### src/rtl/cmd_arb.sv
// -----------------------------------------------------------------------------
// cmd_arb
//   Round-robin arbiter and sequencer that shares one 3-byte command processor
//   between NREQ requesters. The winner's opcode and operands are latched at
//   grant, streamed to the processor as three back-to-back byte strobes, and
//   the processor's result is returned to the winner with a one-cycle done
//   pulse. Bad opcodes and processor timeouts finish with err=1, result=0.
//
// Parameters
//   NREQ     number of requesters (2..8)
//   TIMEOUT  maximum cycles spent waiting for the processor (4..255)
//
// Ports
//   clk          system clock, rising edge
//   res          asynchronous active-low reset
//   req          per-requester pending flag (level)
//   req_cmd      opcode of requester i in [8i+7:8i]
//   req_a        operand A, same packing
//   req_b        operand B, same packing
//   gnt          one-hot grant, SEND_CMD through DONE inclusive
//   done         one-cycle pulse to the owning requester
//   result       returned result, held until the next done
//   err          abort flag, valid with done
//   din_pro      byte to processor
//   en_din_pro   byte strobe to processor
//   dout_pro     processor result
//   en_dout_pro  processor result strobe (only honoured while waiting)
// -----------------------------------------------------------------------------
module cmd_arb #(
  parameter int NREQ    = 4,
  parameter int TIMEOUT = 64
) (
  input  logic              clk,
  input  logic              res,
  input  logic [NREQ-1:0]   req,
  input  logic [8*NREQ-1:0] req_cmd,
  input  logic [8*NREQ-1:0] req_a,
  input  logic [8*NREQ-1:0] req_b,
  output logic [NREQ-1:0]   gnt,
  output logic [NREQ-1:0]   done,
  output logic [7:0]        result,
  output logic              err,
  output logic [7:0]        din_pro,
  output logic              en_din_pro,
  input  logic [7:0]        dout_pro,
  input  logic              en_dout_pro
);

  localparam int         PW       = (NREQ > 1) ? $clog2(NREQ) : 1;
  localparam logic [7:0] TMO_LAST = 8'(TIMEOUT - 1);

  typedef enum logic [2:0] {
    S_IDLE,
    S_SEND_CMD,
    S_SEND_A,
    S_SEND_B,
    S_WAIT,
    S_DONE
  } state_t;

  state_t        state, state_nx;
  logic [PW-1:0] ptr;       // round-robin start position
  logic [PW-1:0] owner;     // requester currently being served
  logic [PW-1:0] win_idx;
  logic          win_found;
  logic          win_ok;
  logic [7:0]    win_cmd, win_a, win_b;
  logic [7:0]    a_q, b_q;
  logic [7:0]    timer;

  // (base + off) modulo NREQ, for off in 0..NREQ
  function automatic logic [PW-1:0] wrap_inc(input logic [PW-1:0] base, input int off);
    int sum;
    sum = int'(base) + off;
    if (sum >= NREQ) sum = sum - NREQ;
    return PW'(sum);
  endfunction

  function automatic logic [NREQ-1:0] onehot(input logic [PW-1:0] idx);
    logic [NREQ-1:0] v;
    v      = '0;
    v[idx] = 1'b1;
    return v;
  endfunction

  // First pending requester at or after the pointer, wrapping around.
  always_comb begin : p_arb
    // NOTE: every variable written here gets a default first, so no path can
    // leave it unassigned and infer a latch.
    win_found = 1'b0;
    win_idx   = ptr;
    for (int i = 0; i < NREQ; i++) begin
      if (!win_found && req[wrap_inc(ptr, i)]) begin
        win_found = 1'b1;
        win_idx   = wrap_inc(ptr, i);
      end
    end
  end

  assign win_cmd = req_cmd[{win_idx, 3'b000} +: 8];
  assign win_a   = req_a[{win_idx, 3'b000} +: 8];
  assign win_b   = req_b[{win_idx, 3'b000} +: 8];
  assign win_ok  = (win_cmd >= 8'h0A) && (win_cmd <= 8'h0D);

  always_comb begin : p_next
    state_nx = state;
    case (state)
      S_IDLE:     if (win_found) state_nx = win_ok ? S_SEND_CMD : S_DONE;
      S_SEND_CMD: state_nx = S_SEND_A;
      S_SEND_A:   state_nx = S_SEND_B;
      S_SEND_B:   state_nx = S_WAIT;
      // A strobe in the final timer cycle still wins over the timeout.
      S_WAIT:     if (en_dout_pro || (timer == TMO_LAST)) state_nx = S_DONE;
      S_DONE:     state_nx = S_IDLE;
      default:    state_nx = S_IDLE;
    endcase
  end

  always_ff @(posedge clk or negedge res) begin : p_state
    // NOTE: sequential state uses non-blocking assignments so every register
    // samples pre-edge values regardless of statement order.
    if (!res) state <= S_IDLE;
    else      state <= state_nx;
  end

  // All outputs are registered: they are computed from the transition being
  // taken so they appear in the cycle the new state is entered.
  always_ff @(posedge clk or negedge res) begin : p_data
    if (!res) begin
      ptr        <= '0;
      owner      <= '0;
      a_q        <= '0;
      b_q        <= '0;
      timer      <= '0;
      gnt        <= '0;
      done       <= '0;
      result     <= '0;
      err        <= 1'b0;
      din_pro    <= '0;
      en_din_pro <= 1'b0;
    end else begin
      done       <= '0;
      din_pro    <= '0;
      en_din_pro <= 1'b0;
      case (state)
        S_IDLE: begin
          if (win_found) begin
            owner <= win_idx;
            gnt   <= onehot(win_idx);
            a_q   <= win_a;
            b_q   <= win_b;
            if (win_ok) begin
              // The opcode goes out straight from the request bus.
              din_pro    <= win_cmd;
              en_din_pro <= 1'b1;
            end else begin
              done   <= onehot(win_idx);
              result <= 8'h00;
              err    <= 1'b1;
            end
          end
        end
        S_SEND_CMD: begin
          din_pro    <= a_q;
          en_din_pro <= 1'b1;
        end
        S_SEND_A: begin
          din_pro    <= b_q;
          en_din_pro <= 1'b1;
        end
        S_SEND_B: timer <= '0;
        S_WAIT: begin
          timer <= timer + 8'd1;
          if (state_nx == S_DONE) begin
            done   <= onehot(owner);
            result <= en_dout_pro ? dout_pro : 8'h00;
            err    <= !en_dout_pro;
          end
        end
        S_DONE: begin
          gnt <= '0;
          ptr <= wrap_inc(owner, 1);
        end
        default: ;
      endcase
    end
  end

endmodule

### config.mk
export PLATFORM = sky130hd
export DESIGN_NAME = cmd_arb
export DESIGN_NICKNAME = d
export VERILOG_FILES = /design/src/rtl/cmd_arb.sv
export SDC_FILE = /design/constraint.sdc
export NUM_CORES = 1
export LEC_CHECK = 0
export CAP_MARGIN = 15
export CORE_MARGIN = 10
export CORE_UTILIZATION = 44
export DETAILED_ROUTE_END_ITERATION = 6
export PLACE_DENSITY = 0.88
export RECOVER_POWER = 100
export SYNTH_ARGS = -nofsm -noshare
export SYNTH_HDL_FRONTEND = slang
export SYNTH_SLANG_ARGS = --single-unit
### constraint.sdc
create_clock -name clk -period 2.9 [get_ports clk]
set_input_delay 0.58 -clock clk [delete_from_list [all_inputs] [get_ports clk]]
set_output_delay 0.58 -clock clk [all_outputs]
set_load 0.05 [all_outputs]
==> results of run 1 <==
[layout by cell type (no fill, tap or decap), types with 10 or more instances in the layout]
master	netlist	layout
o21ai_0	38	43
nand3_1	16	16
clkdlybuf4s50_1	0	109
clkbuf_8	0	10
dfrtp_1	57	57
dlygate4sd3_1	0	26
a21oi_1	35	35
nor2_1	16	15
buf_4	3	10
nand2_1	132	132
[metal layers]
layer | global-route usage (%) | vias to the layer above
li1 | - | 1760
met1 | 22.9 | 1654
met2 | 31.3 | 178
met3 | 8.56 | 17
met4 | 6.58 | 0
met5 | 0 | -
[synthesized netlist by cell type, drive strengths merged, types with 6 or more instances]
cell type    n  area share, %
dfrtp       57             43
o21ai       45            6.7
clkbuf      20            2.2
a211oi       6            1.3
nor2b        7            1.4
nor2        16            1.8
a32oi       10            3.1
nand2      132             15
a21oi       35            5.2
nand3       16            2.4
buf         10            2.1
a22oi        8            1.8
[layout make-up]
cell class / instances / area, um^2 / area share (%)
Multi-Input combinational cell: 332 / 1770 / 34.8
Timing Repair Buffer: 155 / 1500 / 29.5
Sequential cell: 57 / 1430 / 28.1
Clock buffer: 11 / 141 / 2.79
Tap cell: 99 / 124 / 2.44
Clock inverter: 5 / 103 / 2.02
Inverter: 3 / 11.3 / 0.222
[flip-flops by register name (all words and copies together) (netlist names)]
name,count
a_q,8
b_q,8
din_pro,8
done,4
en_din_pro,1
err,1
gnt,4
owner,2
ptr,2
result,8
state,3
timer,8
[kinds of logic (layout without fill, tap and decap cells)]
logic type	Yosys count	count (layout)	synth area share, %
multiplexers	1	1	0.336
XOR/XNOR	3	3	0.785
AO/OA/AOI/OAI	131	131	24.9
AND/OR/NAND/NOR	192	192	24.8
flip-flops	57	57	42.6
adder cells (fa/ha/maj)	5	5	1.87
buffers and inverters	33	174	4.64
[critical path: stages]
cell and delay [ns]:
clkdlybuf4s50_1 0.59, nor2b_1 0.12, a2111oi_2 0.42, or2_1 0.32
a21oi_1 0.09, a32oi_2 0.29, xor2_1 0.11, buf_4 0.17
o21ai_0 0.25
[worst max-delay path by stage]
stage	startpoint	end	slack, ns
5_1_grt	req[3]	result[6]	0.06
6_report	req[3]	done[0]	0.21
3_3_place_gp	req[3]	din_pro[3]	0.03
2_1_floorplan	req[0]	en_din_pro	0.64
4_1_cts	req[3]	done[0]	0.25
3_5_place_dp	req[3]	result[1]	-0.10
[metrics by stage]
stage,power (mW),util (%)
floorplan,3.28,-
detailed placement,4.29,66.1
CTS,5.22,69.4
global placement,4.17,66.1
global route,5.50,69.1
finish,5.15,69.1
[power by group]
part / switching, mW / internal [mW]
clock: 0.333 / 0.593
combinational: 1.83 / 1.04
sequential: 0.238 / 1.11
total: 2.40 / 2.75
==> flow_summary.json, run 1 <==
{
  "run_status": "complete, no violations",
  "hold_viol_final": 0,
  "antenna_found_initial": 0,
  "p_per_area_nw_per_um2": 1020,
  "rows": 31,
  "initial_utilization_pct": 45.7,
  "critPathRequiredTime_ns": 3.13,
  "post-route-period-util_pct": 92.8,
  "cap_violations": 0,
  "yosysWarningCount": 0,
  "wl_met1_mm": 4.64,
  "startpoint_type": "input pin",
  "finalSetupViolCount": 0,
  "irDropWorstVdd_mv": 0.627,
  "netlist_area_um2": 3350,
  "hp-class": "in -> async",
  "relSlewSlack_pct": 12.8,
  "place_congestion": 0.881,
  "nNetsFinal": 674,
  "drc_errors": 0,
  "crit-reg2reg-launch": "state[2]",
  "drive_gt1_share_pct": 6.39,
  "ys_ff_latch": 57,
  "p_leak_nw": 2.25,
  "root_buffer": "clkbuf_8",
  "cts-resized-gates": 0,
  "drt_iter0_markers": 377,
  "synth_cells": 422,
  "fin_worst_skew_ns": 0.00883,
  "wl_met3_mm": 1.18,
  "dp_cells": 645,
  "path_max_fanout": 7,
  "r2r_slack_ns": 0.36,
  "synth_edf_count": 0,
  "syn2layout_area_growth_pct": 51.4,
  "n_antenna_cell": 0,
  "pre_cts_ws_ns": -0.104,
  "grt_setup_unrepaired": "no",
  "n_fill_cell": 542,
  "async_flop_share_pct": 100,
  "cts_tree": "built",
  "path_clk_slew_ns": 0.07,
  "htreeDepth": 3,
  "yosysUniqueCellTypes": 49,
  "fp.dieArea_um2": 11500,
  "cp.arrival_ns": 2.93,
  "grt_pass1_wl_mm": 18.2,
  "routed-wl-met2_mm": 5.19,
  "port_buffers": 136,
  "design_area_um2": 5070,
  "fp.dieH_um": 107,
  "fin_setup_tns_ns": 0,
  "grt_pass1_vias": 3735,
  "die_x_um": 107,
  "min_period_ns": 2.69,
  "track_usage_pct": 19.5,
  "dp_hpwl_mm": 8.68,
  "rr_worst_depth": 7,
  "grt_overflow": 0,
  "clkSinkCount": 57,
  "cts_buffers": 9,
  "clockBufferDepth": 2,
  "fmax_ghz": 0.372,
  "core_um2": 7330,
  "r2r_end": "result[5]",
  "vias_per_cell": 5.45,
  "synth.avg_cell_area_um2": 7.93,
  "top_layer": "met4",
  "top_level_ports": 137,
  "ant_nets": 0,
  "avgRoutedWirePerCell_um": 16.9,
  "place_area_um2": 4850,
  "wl_mm": 11.2,
  "critical_path_class": "in -> reg",
  "timing.final.ws_setup_ns": 0.208,
  "postCtsSetupBuffers": 0,
  "end_kind": "flip-flop",
  "clk_latency_ns": 0.35,
  "syn-num-nets": 538,
  "finalNonFillerCells": 662,
  "drt_first_pass_iters": 4,
  "timing.final.max_slew_violations": 0,
  "postCtsHoldBufs": 0,
  "seq_area_frac_synth_pct": 42.6,
  "synthFlopType": "dfrtp_1",
  "whs_ns": 0.262,
  "grt_max_degree": 34,
  "dr_total_vias": 3609,
  "worst_pin_slew_ns": 1.31
}
No activity file was read; power rests on OpenSTA's default activity.
==> run 2, diff against run 1 <==
SLEW_MARGIN = 10   (was default)
==> run 2 against run 1 <==
Against the previous run: routed wire length rose by 0.66%; core utilization barely moved; die area did not move; worst setup slack improved by 0.0099 ns; hold slack improved by 0.0023 ns; first-iteration DRC count fell by 8.5%; maximum frequency rose by 0.37%; critical endpoint unchanged; largest cell class unchanged; largest power group unchanged.
==> flow_summary.json, run 2 (synthesis results as in run 1) <==
{
  "run_status": "complete, no violations",
  "grt_setup_unrepaired": "no",
  "intPower_mw": 2.75,
  "initial_utilization_pct": 45.7,
  "critical_path_class": "in -> reg",
  "cts_buffers": 9,
  "rows": 31,
  "grt_max_degree": 34,
  "critPathMaxStageDelay_ns": 0.59,
  "syn2layout_area_growth_pct": 51.5,
  "timing.final.max_slew_violations": 0,
  "drt_first_pass_iters": 5,
  "cts-resized-gates": 0,
  "end_kind": "flip-flop",
  "post-route-period-util_pct": 92.5,
  "cp.arrival_ns": 2.91,
  "core_um2": 7330,
  "avgRoutedWirePerCell_um": 17.0,
  "n_fill_cell": 543,
  "postCtsHoldBufs": 0,
  "final_common_cell": "nand2_1",
  "cp-endpoint": "done[0]",
  "htreeDepth": 3,
  "r2r_end": "result[5]",
  "dp_hpwl_mm": 8.68,
  "design_area_um2": 5070,
  "startpoint": "req[3]",
  "top_level_ports": 137,
  "whs_ns": 0.265,
  "ant_nets": 0,
  "fp.dieArea_um2": 11500,
  "critPathBufInv": 2,
  "die_x_um": 107,
  "path_cells": "clkdlybuf4s50_1 -> nor2b_1 -> a2111oi_2 -> or2_1 -> a21oi_1 -> a32oi_2 -> xor2_1 -> buf_4 -> o21ai_0",
  "p_sw_mw": 2.40,
  "finalNonFillerCells": 661,
  "power_switching_share_pct": 46.6,
  "power_mw": 5.15,
  "fp.dieH_um": 107,
  "startpoint_type": "input pin",
  "fmax_ghz": 0.373,
  "dp_cells": 645,
  "port_buffers": 136,
  "irDropWorstVdd_mv": 0.623,
  "clkPwrFrac_pct": 18.0,
  "path_clk_slew_ns": 0.07,
  "cp_top_family": "compound AO/OA/AOI/OAI gates",
  "grt_pass1_vias": 3735,
  "critPathRequiredTime_ns": 3.13,
  "p_seq_share_pct": 26.4,
  "cts_tree": "built",
  "antenna_found_initial": 0,
  "fin_setup_tns_ns": 0,
  "r2r_slack_ns": 0.32,
  "vias_per_cell": 5.49,
  "finalSetupViolCount": 0,
  "path_max_fanout": 7,
  "hp-class": "in -> async",
  "drc_errors": 0,
  "cap_violations": 0,
  "track_usage_pct": 19.5,
  "drt_iter0_markers": 345,
  "min_period_ns": 2.68,
  "fin_worst_skew_ns": 0.00820,
  "place_congestion": 0.881,
  "clk_latency_ns": 0.35,
  "relSlewSlack_pct": 12.3,
  "cp.depth": 9,
  "grt_pass1_wl_mm": 18.2,
  "dr_total_vias": 3630,
  "wl_mm": 11.3,
  "final_cell_mix": "132 x nand2_1, 109 x clkdlybuf4s50_1, 57 x dfrtp_1, 42 x o21ai_0, 35 x a21oi_1",
  "p_per_area_nw_per_um2": 1020,
  "clockBufferDepth": 2,
  "rr_worst_depth": 7,
  "clkSinkCount": 57,
  "register_area_um2": 1430,
  "crit-reg2reg-launch": "state[2]",
  "postCtsSetupBuffers": 0,
  "hold_viol_final": 0,
  "n_antenna_cell": 0,
  "nNetsFinal": 673,
  "pwr-share-comb_pct": 55.7,
  "drive_gt1_share_pct": 6.41,
  "worst_pin_slew_ns": 1.32,
  "crit_path_top_delay_cell": "clkdlybuf4s50_1",
  "grt_overflow": 0,
  "root_buffer": "clkbuf_8",
  "p_leak_nw": 2.24,
  "place_area_um2": 4850,
  "multi_input_area_um2": 1770
}
[run 2: cell types whose count changed in the layout (fill, tap and decap cells not counted)]
| cell | before | now |
|---|---|---|
| clkbuf_2 | 1 | 0 |
| nor4_1 | 2 | 1 |
| o21ai_1 | 2 | 3 |
| o21ai_0 | 43 | 42 |
| nor4_2 | 0 | 1 |
[run 2: worst min path at each step]
stage                     end  slack, ns  cells after the start
detailed placement     gnt[0]       0.47                      2
floorplan              a_q[0]       0.28                      0
global route        result[3]       0.30                      1
CTS                  timer[3]       0.12                      1
global placement       gnt[0]       0.46                      2
finish               timer[3]       0.26                      1
[run 2: layer usage]
metal  global-route usage [%]  vias to the layer above  routed length (um)
met3                     8.56                       14                1290
met2                     31.3                      188                5240
met5                        0                        -                   0
met1                     22.9                     1674                4570
li1                         -                     1754                   -
met4                     6.58                        0                 159
[run 2: metrics by stage]
step | setup WS (ns) | utilization [%]
2_1_floorplan | 0.640 | -
3_3_place_gp | 0.0348 | 66.1
3_5_place_dp | -0.104 | 66.1
4_1_cts | 0.247 | 69.4
5_1_grt | 0.0546 | 69.2
6_report | 0.218 | 69.2
[run 2: area by class of cell]
class                      count  area share, %
clock buffer                  11           2.79
clock inverter                 5           2.02
inverter                       3          0.222
multi-input combinational    332           34.9
sequential                    57           28.1
tap                           99           2.44
timing repair buffer         154           29.4
[run 2: worst reg2reg max path: stages, from the launching register on]
cell and delay [ns]:
dfrtp_1 0.38, clkbuf_1 0.59, nor3b_1 0.26, clkbuf_1 0.34
o21ai_1 0.12, clkbuf_1 0.35, a32oi_1 0.31, o21ai_0 0.12
[run 2: power by group through the flow]
| stage | logic, mW | clock network, mW | registers, mW |
|---|---|---|---|
| floorplan | 1.49 | 0 | 1.79 |
| global placement | 2.83 | 0 | 1.34 |
| detailed placement | 2.93 | 0 | 1.36 |
| CTS | 2.95 | 0.925 | 1.35 |
| global route | 3.14 | 0.965 | 1.40 |
| finish | 2.87 | 0.926 | 1.36 |
==> run 3, diff against run 2 <==
clock period = 2.7 ns   (was 2.9 ns; I/O delays follow)
==> run 3 against run 2 <==
Against the previous run: the flow now finishes with violations (capacitance limit, slew limit); clock skew down 0.0019 ns; power is 4.7% higher; global-route usage about the same; largest cell class unchanged; worst setup slack got worse by 0.068 ns; core utilization grew 0.65 points; die area is the same; sequential cell count stayed put.
==> flow_summary.json, run 3 (synthesis results as in run 1) <==
{
  "clockBufferDepth": 2,
  "wl_mm": 11.0,
  "critPathBufInv": 3,
  "antenna_found_initial": 0,
  "cts_buffers": 9,
  "dp_hpwl_mm": 8.74,
  "rows": 31,
  "final_cell_mix": "132 x nand2_1, 109 x clkdlybuf4s50_1, 57 x dfrtp_1, 41 x o21ai_0, 35 x a21oi_1",
  "place_area_um2": 4940,
  "clk_latency_ns": 0.34,
  "place_congestion": 0.876,
  "fmax_ghz": 0.392,
  "grt_overflow": 0,
  "initial_utilization_pct": 45.7,
  "grt_setup_unrepaired": "no",
  "timing.final.max_slew_violations": 40,
  "htreeDepth": 3,
  "vias_per_cell": 5.54,
  "grt_pass1_vias": 3852,
  "cp_top_family": "compound AO/OA/AOI/OAI gates",
  "postCtsSetupBuffers": 0,
  "r2r_slack_ns": 0.48,
  "intPower_mw": 2.85,
  "clkSinkCount": 57,
  "design_area_um2": 5120,
  "drc_errors": 0,
  "startpoint_type": "input pin",
  "drt_iter0_markers": 235,
  "n_antenna_cell": 0,
  "path_clk_slew_ns": 0.06,
  "core_um2": 7330,
  "pwr-share-comb_pct": 58.4,
  "power_switching_share_pct": 47.2,
  "p_seq_share_pct": 27.5,
  "p_per_area_nw_per_um2": 1050,
  "syn2layout_area_growth_pct": 52.9,
  "dr_total_vias": 3721,
  "cap_violations": 1,
  "critPathMaxStageDelay_ns": 0.56,
  "p_sw_mw": 2.54,
  "critPathRequiredTime_ns": 2.91,
  "ant_nets": 0,
  "track_usage_pct": 19.6,
  "postCtsHoldBufs": 0,
  "drive_gt1_share_pct": 8.73,
  "violations": "capacitance limit, slew limit",
  "min_period_ns": 2.55,
  "cts_tree": "built",
  "cts-resized-gates": 0,
  "grt_max_degree": 40,
  "avgRoutedWirePerCell_um": 16.4,
  "nNetsFinal": 684,
  "hp-class": "reg -> reg",
  "hold_viol_final": 0,
  "post-route-period-util_pct": 94.5,
  "end_kind": "flip-flop",
  "p_leak_nw": 2.28,
  "path_max_fanout": 14,
  "cp.arrival_ns": 2.76,
  "crit_path_top_delay_cell": "clkdlybuf4s50_1",
  "relSlewSlack_pct": -33.5,
  "finalSetupViolCount": 0,
  "final_common_cell": "nand2_1",
  "fin_worst_skew_ns": 0.00633,
  "fp.dieH_um": 107,
  "path_cells": "clkdlybuf4s50_1 -> nor2b_1 -> a2111oi_2 -> buf_4 -> nor2_2 -> a211oi_1 -> o211a_1 -> buf_12 -> a2bb2oi_1 -> o21ai_0",
  "irDropWorstVdd_mv": 0.482,
  "run_status": "finished, violations left",
  "port_buffers": 136,
  "fp.dieArea_um2": 11500,
  "critical_path_class": "in -> reg",
  "fin_util_pct": 69.8,
  "root_buffer": "clkbuf_8",
  "drt_first_pass_iters": 5,
  "whs_ns": 0.472,
  "die_x_um": 107,
  "worst_pin_slew_ns": 2.00,
  "grt_pass1_wl_mm": 18.5,
  "clkPwrFrac_pct": 14.2,
  "top_level_ports": 137
}
## run 3: cell types whose count changed in the layout (fill, tap and decap cells not counted), sizes merged
cell / delta
buf: +11
clkinvlp: -1
clkbuf: +3
bufinv: -3
clkinv: +1
## run 3: worst paths after layout
kind,startpoint,end,cells after the start
max reg2reg,ptr[0],done[2],8
max in group asynchronous,res,owner[1],2
min in group asynchronous,res,timer[0],1
max,req[3],done[2],10
min reg2reg,gnt[0],gnt[0],2
min,gnt[0],gnt[0],2
## run 3: worst min-delay path: cells and delay by family (launching register included)
family        cells  cell delay [ns]
flops             1             0.34
simple gates      2             0.11
## run 3: per-layer routing
layer,GRT usage [%],part of all wire (%),up-vias
li1,-,-,1780
met1,22.7,41,1736
met2,31.7,46,186
met3,7.72,11,19
met4,7.64,2.4,0
met5,0,0,-
## run 3: power groups by stage
stage                     Combinational (mW)  Sequential (mW)  Clock [mW]
after global routing                    3.46             1.53       0.812
final                                   3.15             1.48       0.764
after CTS                               3.23             1.48       0.773
after floorplan                         1.60             1.92           0
after detailed placement                3.21             1.49           0
after global placement                  3.11             1.47           0
## run 3: through the flow
step	worst slack [ns]	total power, mW	TNS, ns	std cells
after floorplan	0.480	3.52	0	422
after global placement	-0.110	4.58	-1.87	656
after detailed placement	-0.241	4.70	-4.43	656
after CTS	0.115	5.48	0	672
after global routing	0.0129	5.81	0	672
final	0.150	5.39	0	672
## run 3: layout make-up
| class | instances | area [um^2] |
|---|---|---|
| clock inverter | 2 | 10.0 |
| tap | 99 | 124 |
| timing repair buffer | 165 | 1600 |
| inverter | 3 | 11.3 |
| sequential | 57 | 1430 |
| fill | 534 | 2210 |
| multi-input combinational | 332 | 1770 |
| clock buffer | 14 | 183 |
